### src/rtl/instr_issue_pkg.sv
// Shared types for the instruction issue block: operation encoding,
// the issue FSM states and the default sizing parameters.
package instr_issue_pkg;

    localparam int DEF_DEPTH   = 8;
    localparam int DEF_TIMEOUT = 64;
    localparam int IDX_W       = 4;

    typedef enum logic [2:0] {
        NO_OP        = 3'd0,
        OP_CT_CT_ADD = 3'd1,
        OP_CT_CT_MUL = 3'd2,
        OP_CT_PT_ADD = 3'd3,
        OP_CT_PT_MUL = 3'd4
    } op_e;

    typedef struct packed {
        op_e              mode;
        logic [IDX_W-1:0] idx1_a;
        logic [IDX_W-1:0] idx1_b;
        logic [IDX_W-1:0] idx2_a;
        logic [IDX_W-1:0] idx2_b;
        logic [IDX_W-1:0] out_a;
        logic [IDX_W-1:0] out_b;
    } operation;

    localparam operation OP_NONE = '{NO_OP, 4'd0, 4'd0, 4'd0, 4'd0, 4'd0, 4'd0};

    typedef enum logic [1:0] {
        IDLE  = 2'd0,
        ISSUE = 2'd1,
        WAIT  = 2'd2,
        HUNG  = 2'd3
    } issue_state_e;

endpackage

### src/rtl/instr_issue_if.sv
// Host/CPU-facing signal bundle of the instruction issue block.
interface instr_issue_if;
    import instr_issue_pkg::*;

    logic        push_valid;
    operation    push_op;
    logic        push_ready;
    operation    op_out;
    logic        cpu_done;
    logic        busy;
    logic        queue_empty;
    logic [15:0] retired_count;
    logic        hang;

    modport master (
        output push_valid, push_op, cpu_done,
        input  push_ready, op_out, busy, queue_empty, retired_count, hang
    );

    modport slave (
        input  push_valid, push_op, cpu_done,
        output push_ready, op_out, busy, queue_empty, retired_count, hang
    );
endinterface

### src/rtl/instr_issue_op_fifo.sv
// Synchronous FIFO of operations; pushes while full and pops while empty
// are ignored.
module op_fifo
    import instr_issue_pkg::*;
#(
    parameter int DEPTH = DEF_DEPTH
) (
    input  logic     clk,
    input  logic     reset,
    input  logic     push,
    input  operation wr_op,
    input  logic     pop,
    output operation rd_op,
    output logic     full,
    output logic     empty
);
    localparam int PW = $clog2(DEPTH);

    operation        mem [DEPTH];
    logic [PW-1:0]   wr_ptr;
    logic [PW-1:0]   rd_ptr;
    logic [PW:0]     count;
    logic            do_push;
    logic            do_pop;

    assign full    = (count == (PW+1)'(DEPTH));
    assign empty   = (count == '0);
    assign do_push = push && !full;
    assign do_pop  = pop && !empty;
    assign rd_op   = mem[rd_ptr];

    // Storage write; contents need no reset since count gates visibility
    always_ff @(posedge clk) begin
        if (reset && do_push) begin
            mem[wr_ptr] <= wr_op;
        end
    end

    // Pointer and occupancy bookkeeping
    always_ff @(posedge clk) begin
        if (!reset) begin
            wr_ptr <= '0;
            rd_ptr <= '0;
            count  <= '0;
        end else begin
            if (do_push) wr_ptr <= wr_ptr + 1'b1;
            if (do_pop)  rd_ptr <= rd_ptr + 1'b1;
            case ({do_push, do_pop})
                2'b10:   count <= count + 1'b1;
                2'b01:   count <= count - 1'b1;
                default: count <= count;
            endcase
        end
    end
endmodule

### src/rtl/instr_issue.sv
// Instruction issue sequencer: queues host operations and hands them to the
// CPU one at a time, waiting for completion with a hang watchdog.
module instr_issue
    import instr_issue_pkg::*;
#(
    parameter int DEPTH   = DEF_DEPTH,
    parameter int TIMEOUT = DEF_TIMEOUT
) (
    input logic          clk,
    input logic          reset,
    instr_issue_if.slave bus
);
    localparam int CNT_W = $clog2(TIMEOUT) + 1;
    localparam logic [CNT_W-1:0] LAST_WAIT = CNT_W'(TIMEOUT - 1);

    issue_state_e     state, next_state;
    operation         op_q;
    operation         head_op;
    logic [CNT_W-1:0] wait_cnt;
    logic [15:0]      retired;
    logic             hang_q;
    logic             fifo_full;
    logic             fifo_empty;
    logic             pop;
    logic             done_in_wait;

    op_fifo #(.DEPTH(DEPTH)) u_fifo (
        .clk   (clk),
        .reset (reset),
        .push  (bus.push_valid),
        .wr_op (bus.push_op),
        .pop   (pop),
        .rd_op (head_op),
        .full  (fifo_full),
        .empty (fifo_empty)
    );

    assign done_in_wait      = (state == WAIT) && bus.cpu_done;
    assign bus.push_ready    = !fifo_full;
    assign bus.busy          = (state != IDLE);
    assign bus.queue_empty   = fifo_empty;
    assign bus.retired_count = retired;
    assign bus.hang          = hang_q;
    // op_out depends only on registered state and op_q
    assign bus.op_out        = (state == ISSUE || state == WAIT) ? op_q : OP_NONE;

    // Next-state and head-pop decision
    always_comb begin
        next_state = state;
        pop        = 1'b0;
        case (state)
            IDLE: begin
                if (!fifo_empty) begin
                    next_state = ISSUE;
                    pop        = 1'b1;
                end
            end
            ISSUE: next_state = WAIT;
            WAIT: begin
                if (bus.cpu_done) begin
                    if (!fifo_empty) begin
                        next_state = ISSUE;
                        pop        = 1'b1;
                    end else begin
                        next_state = IDLE;
                    end
                end else if (wait_cnt == LAST_WAIT) begin
                    next_state = HUNG;
                end
            end
            HUNG:    next_state = HUNG;
            default: next_state = IDLE;
        endcase
    end

    // State, in-flight operation, watchdog and completion counters
    always_ff @(posedge clk) begin
        if (!reset) begin
            state    <= IDLE;
            op_q     <= OP_NONE;
            wait_cnt <= '0;
            retired  <= '0;
            hang_q   <= 1'b0;
        end else begin
            state <= next_state;
            if (pop) op_q <= head_op;
            wait_cnt <= (state == WAIT && !bus.cpu_done) ? wait_cnt + 1'b1 : '0;
            if (done_in_wait) retired <= retired + 1'b1;
            if (state == WAIT && next_state == HUNG) hang_q <= 1'b1;
        end
    end
endmodule

### src/flat_wrapper.sv
// flat-port wrapper written by rule: the top's interface ports become plain ports
module instr_issue_flat import instr_issue_pkg::*;
#(
    parameter int DEPTH   = DEF_DEPTH,
    parameter int TIMEOUT = DEF_TIMEOUT
)
  (clk, reset, bus_push_valid, bus_push_op, bus_cpu_done, bus_push_ready, bus_op_out, bus_busy, bus_queue_empty, bus_retired_count, bus_hang);
  instr_issue_if bus_i ();
  input logic clk;
  input logic reset;
  input wire logic [$bits(bus_i.push_valid)-1:0] bus_push_valid;
  input wire logic [$bits(bus_i.push_op)-1:0] bus_push_op;
  input wire logic [$bits(bus_i.cpu_done)-1:0] bus_cpu_done;
  output wire logic [$bits(bus_i.push_ready)-1:0] bus_push_ready;
  output wire logic [$bits(bus_i.op_out)-1:0] bus_op_out;
  output wire logic [$bits(bus_i.busy)-1:0] bus_busy;
  output wire logic [$bits(bus_i.queue_empty)-1:0] bus_queue_empty;
  output wire logic [$bits(bus_i.retired_count)-1:0] bus_retired_count;
  output wire logic [$bits(bus_i.hang)-1:0] bus_hang;
  assign bus_i.push_valid = bus_push_valid;
  assign bus_i.push_op = bus_push_op;
  assign bus_i.cpu_done = bus_cpu_done;
  assign bus_push_ready = bus_i.push_ready;
  assign bus_op_out = bus_i.op_out;
  assign bus_busy = bus_i.busy;
  assign bus_queue_empty = bus_i.queue_empty;
  assign bus_retired_count = bus_i.retired_count;
  assign bus_hang = bus_i.hang;
  instr_issue #(.DEPTH(DEPTH), .TIMEOUT(TIMEOUT)) u_core (.clk(clk), .reset(reset), .bus(bus_i));
endmodule
### config.mk
export PLATFORM = sky130hd
export DESIGN_NAME = instr_issue_flat
export DESIGN_NICKNAME = d
export VERILOG_FILES = /design/src/rtl/instr_issue_pkg.sv /design/src/rtl/instr_issue_if.sv /design/src/rtl/instr_issue_op_fifo.sv /design/src/rtl/instr_issue.sv /design/src/flat_wrapper.sv
export SDC_FILE = /design/constraint.sdc
export NUM_CORES = 1
export LEC_CHECK = 0
export CAP_MARGIN = 30
export CELL_PAD_IN_SITES_DETAIL_PLACEMENT = 1
export CELL_PAD_IN_SITES_GLOBAL_PLACEMENT = 1
export CORE_ASPECT_RATIO = 1.1
export CORE_MARGIN = 5
export CORE_UTILIZATION = 45
export CTS_BUF_LIST = sky130_fd_sc_hd__clkbuf_8
export DETAILED_ROUTE_END_ITERATION = 8
export DONT_BUFFER_PORTS = 1
export MAX_ROUTING_LAYER = met4
export PLACE_DENSITY_LB_ADDON = 0.1
export SYNTH_ARGS = -nofsm -noshare
export SYNTH_HDL_FRONTEND = slang
export SYNTH_SLANG_ARGS = --single-unit
### constraint.sdc
create_clock -name clk -period 4.43 [get_ports clk]
set_input_delay 0.886 -clock clk [delete_from_list [all_inputs] [get_ports clk]]
set_output_delay 0.886 -clock clk [all_outputs]
set_load 0.01 [all_outputs]
==> metrics.yaml, run 1 <==
status: "finished clean"
cap_violations: 0
ys_seq_area_share_pct: 70.9
synth_area_per_cell_um2: 16.8
start_util_pct: 46.0
via_count: 5624
grt_first_pass_wirelength_mm: 36.1
hp-start: "bus_push_op[10]"
grt_overflow_total: 0
via_per_inst: 5.49
drive_gt1_share_pct: 20.4
hold_depth: 0
cts-buffers-inserted: 47
ys_top_cells_by_area: "edfxtp_1 (59%), dfxtp_1 (12%), mux4_2 (11%)"
coreArea_um2: 23800
ff2ff_setup_slack_ps: 1740
crit_chain: "inv_1 -> ha_1 -> buf_8 -> and2_1"
clockRootBuffer: "clkbuf_8"
cts_resized: 0
slew_viol_final: 0
drt_wl_total_mm: 22.9
powerDensity_nw_per_um2: 551
die_y_um: 173
synth-adder-area-share_pct: 1.56
drc: 0
ys_warn_count: 0
clk_pin_slew_worst_paths_ps: 60
clk_latency_ps: 550
cts_setup_buffers: 0
min_to: "u_core.u_fifo.mem[6][10]"
antenna_found_initial: 0
crit_start: "u_core.state[0]"
grt_pass1_vias: 6277
fin_worst_skew_ps: 15.6
design.die.area_um2: 27500
synth_top_cell_by_area: "edfxtp_1"
slowest_stage: "ha_1"
tightest_slew_ps: 944
rows: 59
synth_top_family_by_area: "multiplexers"
ys_types: 40
holdWs_ps: 419
hpwl_mm: 14.0
final_nets: 724
hold_viol: 0
die_w_um: 159
synth_compound_area_share_pct: 3.61
clock-sinks: 279
p_leak_nw: 4.00
max_freq_ghz: 0.327
setup_viol: 0
yosys.area_share.simple_pct: 6.50
drt_pass1_iterations: 4
end_kind: "output port"
r2r_end: "u_core.u_fifo.count[3]"
mostFrequentLayoutCells: "edfxtp_1 (216), dfxtp_1 (60), mux4_2 (54), clkbuf_8 (52), a21oi_1 (39)"
synth.ff_latch_count: 279
vdd_ir_drop_max_mv: 0.267
htreeDepth: 2
cts_max_path_buffers: 3
cts_tree: "yes"
wl_per_cell_um: 22.4
relSlewSlack_pct: 36.9
grt_usage_pct: 17.6
synth_xor_area_share_pct: 1.52
setup-tns-final_ps: 0
min_path_type: "input pin to register"
synthMuxAreaShare_pct: 14.1
layout_min_cycle_time_ps: 3060
antenna_cells: 0
crit_arrival_ps: 2170
rsz0062_at_grt: "false"
place_congestion: 0.790
critPathKind: "register to output port"
netlist_instances: 649
syn_area_um2: 10900
io_buffers: 0
final_common_cell: "edfxtp_1"
slowest_delay_ps: 630
drt_iter0_drc: 307
hold_buffers: 0
cp.required_ps: 3540
ant_nets: 0
syn2layout_area_growth_pct: 12.3
yosysTopAreaCellShare_pct: 59.4
r2r_cells: 10
finalCritPeriodShare_pct: 69.0
regToRegStartpoint: "u_core.state[0]"
crit_fanout: 16
crit_path_start_kind: "register"
synth_nets: 693
io-pin-count: 78
grt_max_degree: 57
## per-stage QoR
| step | total power, W | utilization [%] | cells | area (um2) | setup WS, ps |
|---|---|---|---|---|---|
| finish | 0.00677 | 51.6 | 1024 | 12300 | 1370 |
| global route | 0.00718 | 51.6 | 1024 | 12300 | 1180 |
| CTS | 0.00684 | 51.6 | 1022 | 12300 | 1050 |
| detailed placement | 0.00467 | 47.8 | 934 | 11400 | 1460 |
| global placement | 0.00460 | 47.5 | 931 | 11300 | 1550 |
| floorplan | 0.00428 | - | 649 | 10900 | 824 |
## critical path, delay by kind of cell, from the launching register on
kind / cells / cell delay (ps)
fa+ha+maj: 1 / 630
buf+inv: 2 / 350
flops: 1 / 430
simple gates: 1 / 210
## where the power goes
group / total (W) / switching (W) / internal (W)
Sequential: 0.00325 / 0.000210 / 0.00304
Combinational: 0.00137 / 0.000797 / 0.000576
Clock: 0.00215 / 0.00101 / 0.00114
Total: 0.00677 / 0.00201 / 0.00476
## synthesized netlist by cell type, drive strengths merged
library cell,instances
nand2,20
nand4,4
ha,12
nand2b,3
dfxtp,63
nor2b,2
a21boi,1
nor4,4
nand3,14
or4b,1
inv,11
o41ai,1
edfxtp,216
and3,2
buf,19
or3,5
and2,27
mux4,54
o31ai,1
o211ai,1
o21ai,32
a21o,1
nor2,35
a21oi,39
xnor2,12
nor3,9
or4,1
xor2,7
nor4b,1
clkbuf,14
fa,1
nor3b,2
or2,2
mux2i,32
## cell type report
class                   instances  area (um2)
fillers                      2259       11500
flip-flops and latches        279        7750
multi-input cells             326        3040
clock buffers                  52         716
well taps                     305         382
clock inverters                36         184
repair buffers                 15         165
inverters                      11        41.3
## registers in the layout (all words and copies together), names as in the netlist, 2 cells and up
signal	count
u_core.u_fifo.count	4
u_core.wait_cnt	7
u_core.bus.retired_count	16
u_core.u_fifo.mem	216
u_core.u_fifo.wr_ptr	3
u_core.state	2
u_core.op_q	27
u_core.u_fifo.rd_ptr	3
## how the worst max path moves through the flow
stage	end	slack, ps
after floorplan	u_core.u_fifo.mem[2][0]	820
after global placement	u_core.u_fifo.mem[0][2]	1550
after detailed placement	u_core.u_fifo.mem[0][2]	1460
after CTS	bus_op_out[2]	1050
after global routing	bus_op_out[23]	1180
final	bus_op_out[23]	1370
## layer usage
metal	GRT usage [%]	vias to the layer above	share of wire, %
li1	-	2568	-
met1	22.1	2901	42
met2	28.6	117	51
met3	4.64	38	5.3
met4	4.30	0	1.9
met5	-	-	0
## cells by family (layout without fill, tap and decap cells)
logic type	Yosys count	after routing
buffers and inverters	44	114
adder cells (fa/ha/maj)	13	13
XOR/XNOR	19	19
AND/OR/NAND/NOR	132	132
AO/OA/AOI/OAI	76	76
flip-flops	279	279
multiplexers	86	86
Note: power is estimated with default switching activity, not from simulation.
==> run 2, diff against run 1 <==
clock period = 3 ns   (was 4.43 ns; I/O delays follow)
==> metrics.yaml, run 2 (synthesized netlist as in run 1, its figures left out) <==
max_freq_ghz: 0.359
clockRootBuffer: "clkbuf_8"
drive_gt1_share_pct: 22.1
largest-register: "u_core.u_fifo.mem"
grt_pass1_vias: 6344
cts_resized: 0
io_buffers: 0
largest_register_ffs: 216
finalCritPeriodShare_pct: 92.9
r2r_end: "u_core.u_fifo.count[3]"
powerDensity_nw_per_um2: 825
clock-sinks: 279
slew_viol_final: 0
vdd_ir_drop_max_mv: 0.557
htreeDepth: 2
hold_depth: 0
dpl_cell_area_um2: 11400
die_y_um: 173
crit_start: "u_core.state[0]"
r2r_cells: 8
final_nets: 734
cts_max_path_buffers: 3
crit_path_start_kind: "register"
syn2layout_area_growth_pct: 13.0
critPathKind: "register to output port"
place_congestion: 0.780
cp-endpoint: "bus_op_out[1]"
crit_chain: "inv_1 -> ha_1 -> buf_4 -> and2_1"
ant_nets: 0
grt_usage_pct: 18.1
design.die.area_um2: 27500
clk_pin_slew_worst_paths_ps: 70
multi_input_area_um2: 3030
start_util_pct: 46.0
crit_cells: 4
met2WireLength_mm: 11.9
cp.required_ps: 2400
min_path_type: "input pin to register"
grt_max_degree: 57
slowest_stage: "ha_1"
relSlewSlack_pct: 48.5
cts_tree: "yes"
drc: 0
setup-tns-final_ps: 0
crit_buf_inv: 2
io-pin-count: 78
via_per_inst: 5.56
routed.top_layer: "met4"
ff2ff_setup_slack_ps: 240
tightest_slew_ps: 772
end_kind: "output port"
crit_fanout: 21
fin_worst_skew_ps: 18.1
hpwl_mm: 14.3
antenna_found_initial: 1
cap_violations: 0
slowest_delay_ps: 470
via_count: 5740
die_w_um: 159
grt_first_pass_wirelength_mm: 36.9
coreArea_um2: 23800
wirelength_met1_mm: 9.96
antenna_cells: 0
grt_overflow_total: 0
regToRegStartpoint: "u_core.u_fifo.count[0]"
drt_wl_total_mm: 23.7
wl_per_cell_um: 22.9
rows: 59
critPathTopFamily: "adder cells"
p_leak_nw: 4.04
met3WireLength_mm: 1.36
setup_viol: 0
holdWs_ps: 126
hold_buffers: 0
layout_min_cycle_time_ps: 2790
rsz0062_at_grt: "false"
design_area_um2: 12300
crit_arrival_ps: 2190
cts_setup_buffers: 0
post-route-util_pct: 52.0
clk_latency_ps: 560
mostFrequentLayoutCells: "edfxtp_1 (216), dfxtp_1 (60), mux4_2 (54), clkbuf_8 (54), a21oi_1 (39)"
fillerInstances: 2235
drt_iter0_drc: 323
final_common_cell: "edfxtp_1"
drt_pass1_iterations: 4
status: "finished clean"
cts-buffers-inserted: 47
hold_viol: 0
regArea_um2: 7750
run 2: final cells by class:
class                      count  area share, %
inverter                      11          0.334
clock inverter                33           1.63
sequential                   279           62.8
multi-input combinational    326           24.5
timing repair buffer          25           1.62
clock buffer                  54           6.02
tap                          305           3.09
run 2: worst min path at each step:
stage,from,to,slack [ps]
after floorplan,u_core.wait_cnt[0],u_core.wait_cnt[0],430
after global placement,u_core.wait_cnt[0],u_core.wait_cnt[0],450
after detailed placement,u_core.wait_cnt[0],u_core.wait_cnt[0],460
after CTS,bus_push_op[18],u_core.u_fifo.mem[5][18],80
after global routing,bus_push_op[26],u_core.u_fifo.mem[1][26],70
final,bus_push_op[26],u_core.u_fifo.mem[1][26],130
run 2: stage by stage:
step	instances	power, W	setup slack (ps)
floorplan	649	0.00632	-446
global placement	946	0.00687	416
detailed placement	946	0.00697	262
CTS	1033	0.0104	167
global route	1033	0.0108	26.8
finish	1033	0.0102	212
run 2: layer usage:
| layer | vias to the layer above | global-route usage, % |
|---|---|---|
| met3 | 42 | 4.84 |
| met2 | 133 | 29.5 |
| met5 | - | - |
| met4 | 0 | 4.87 |
| li1 | 2593 | - |
| met1 | 2972 | 22.5 |
run 2: power breakdown:
| part | switching, W | total (W) | internal (W) |
|---|---|---|---|
| Clock | 0.00152 | 0.00334 | 0.00182 |
| Sequential | 0.000275 | 0.00476 | 0.00448 |
| Combinational | 0.00124 | 0.00209 | 0.000857 |
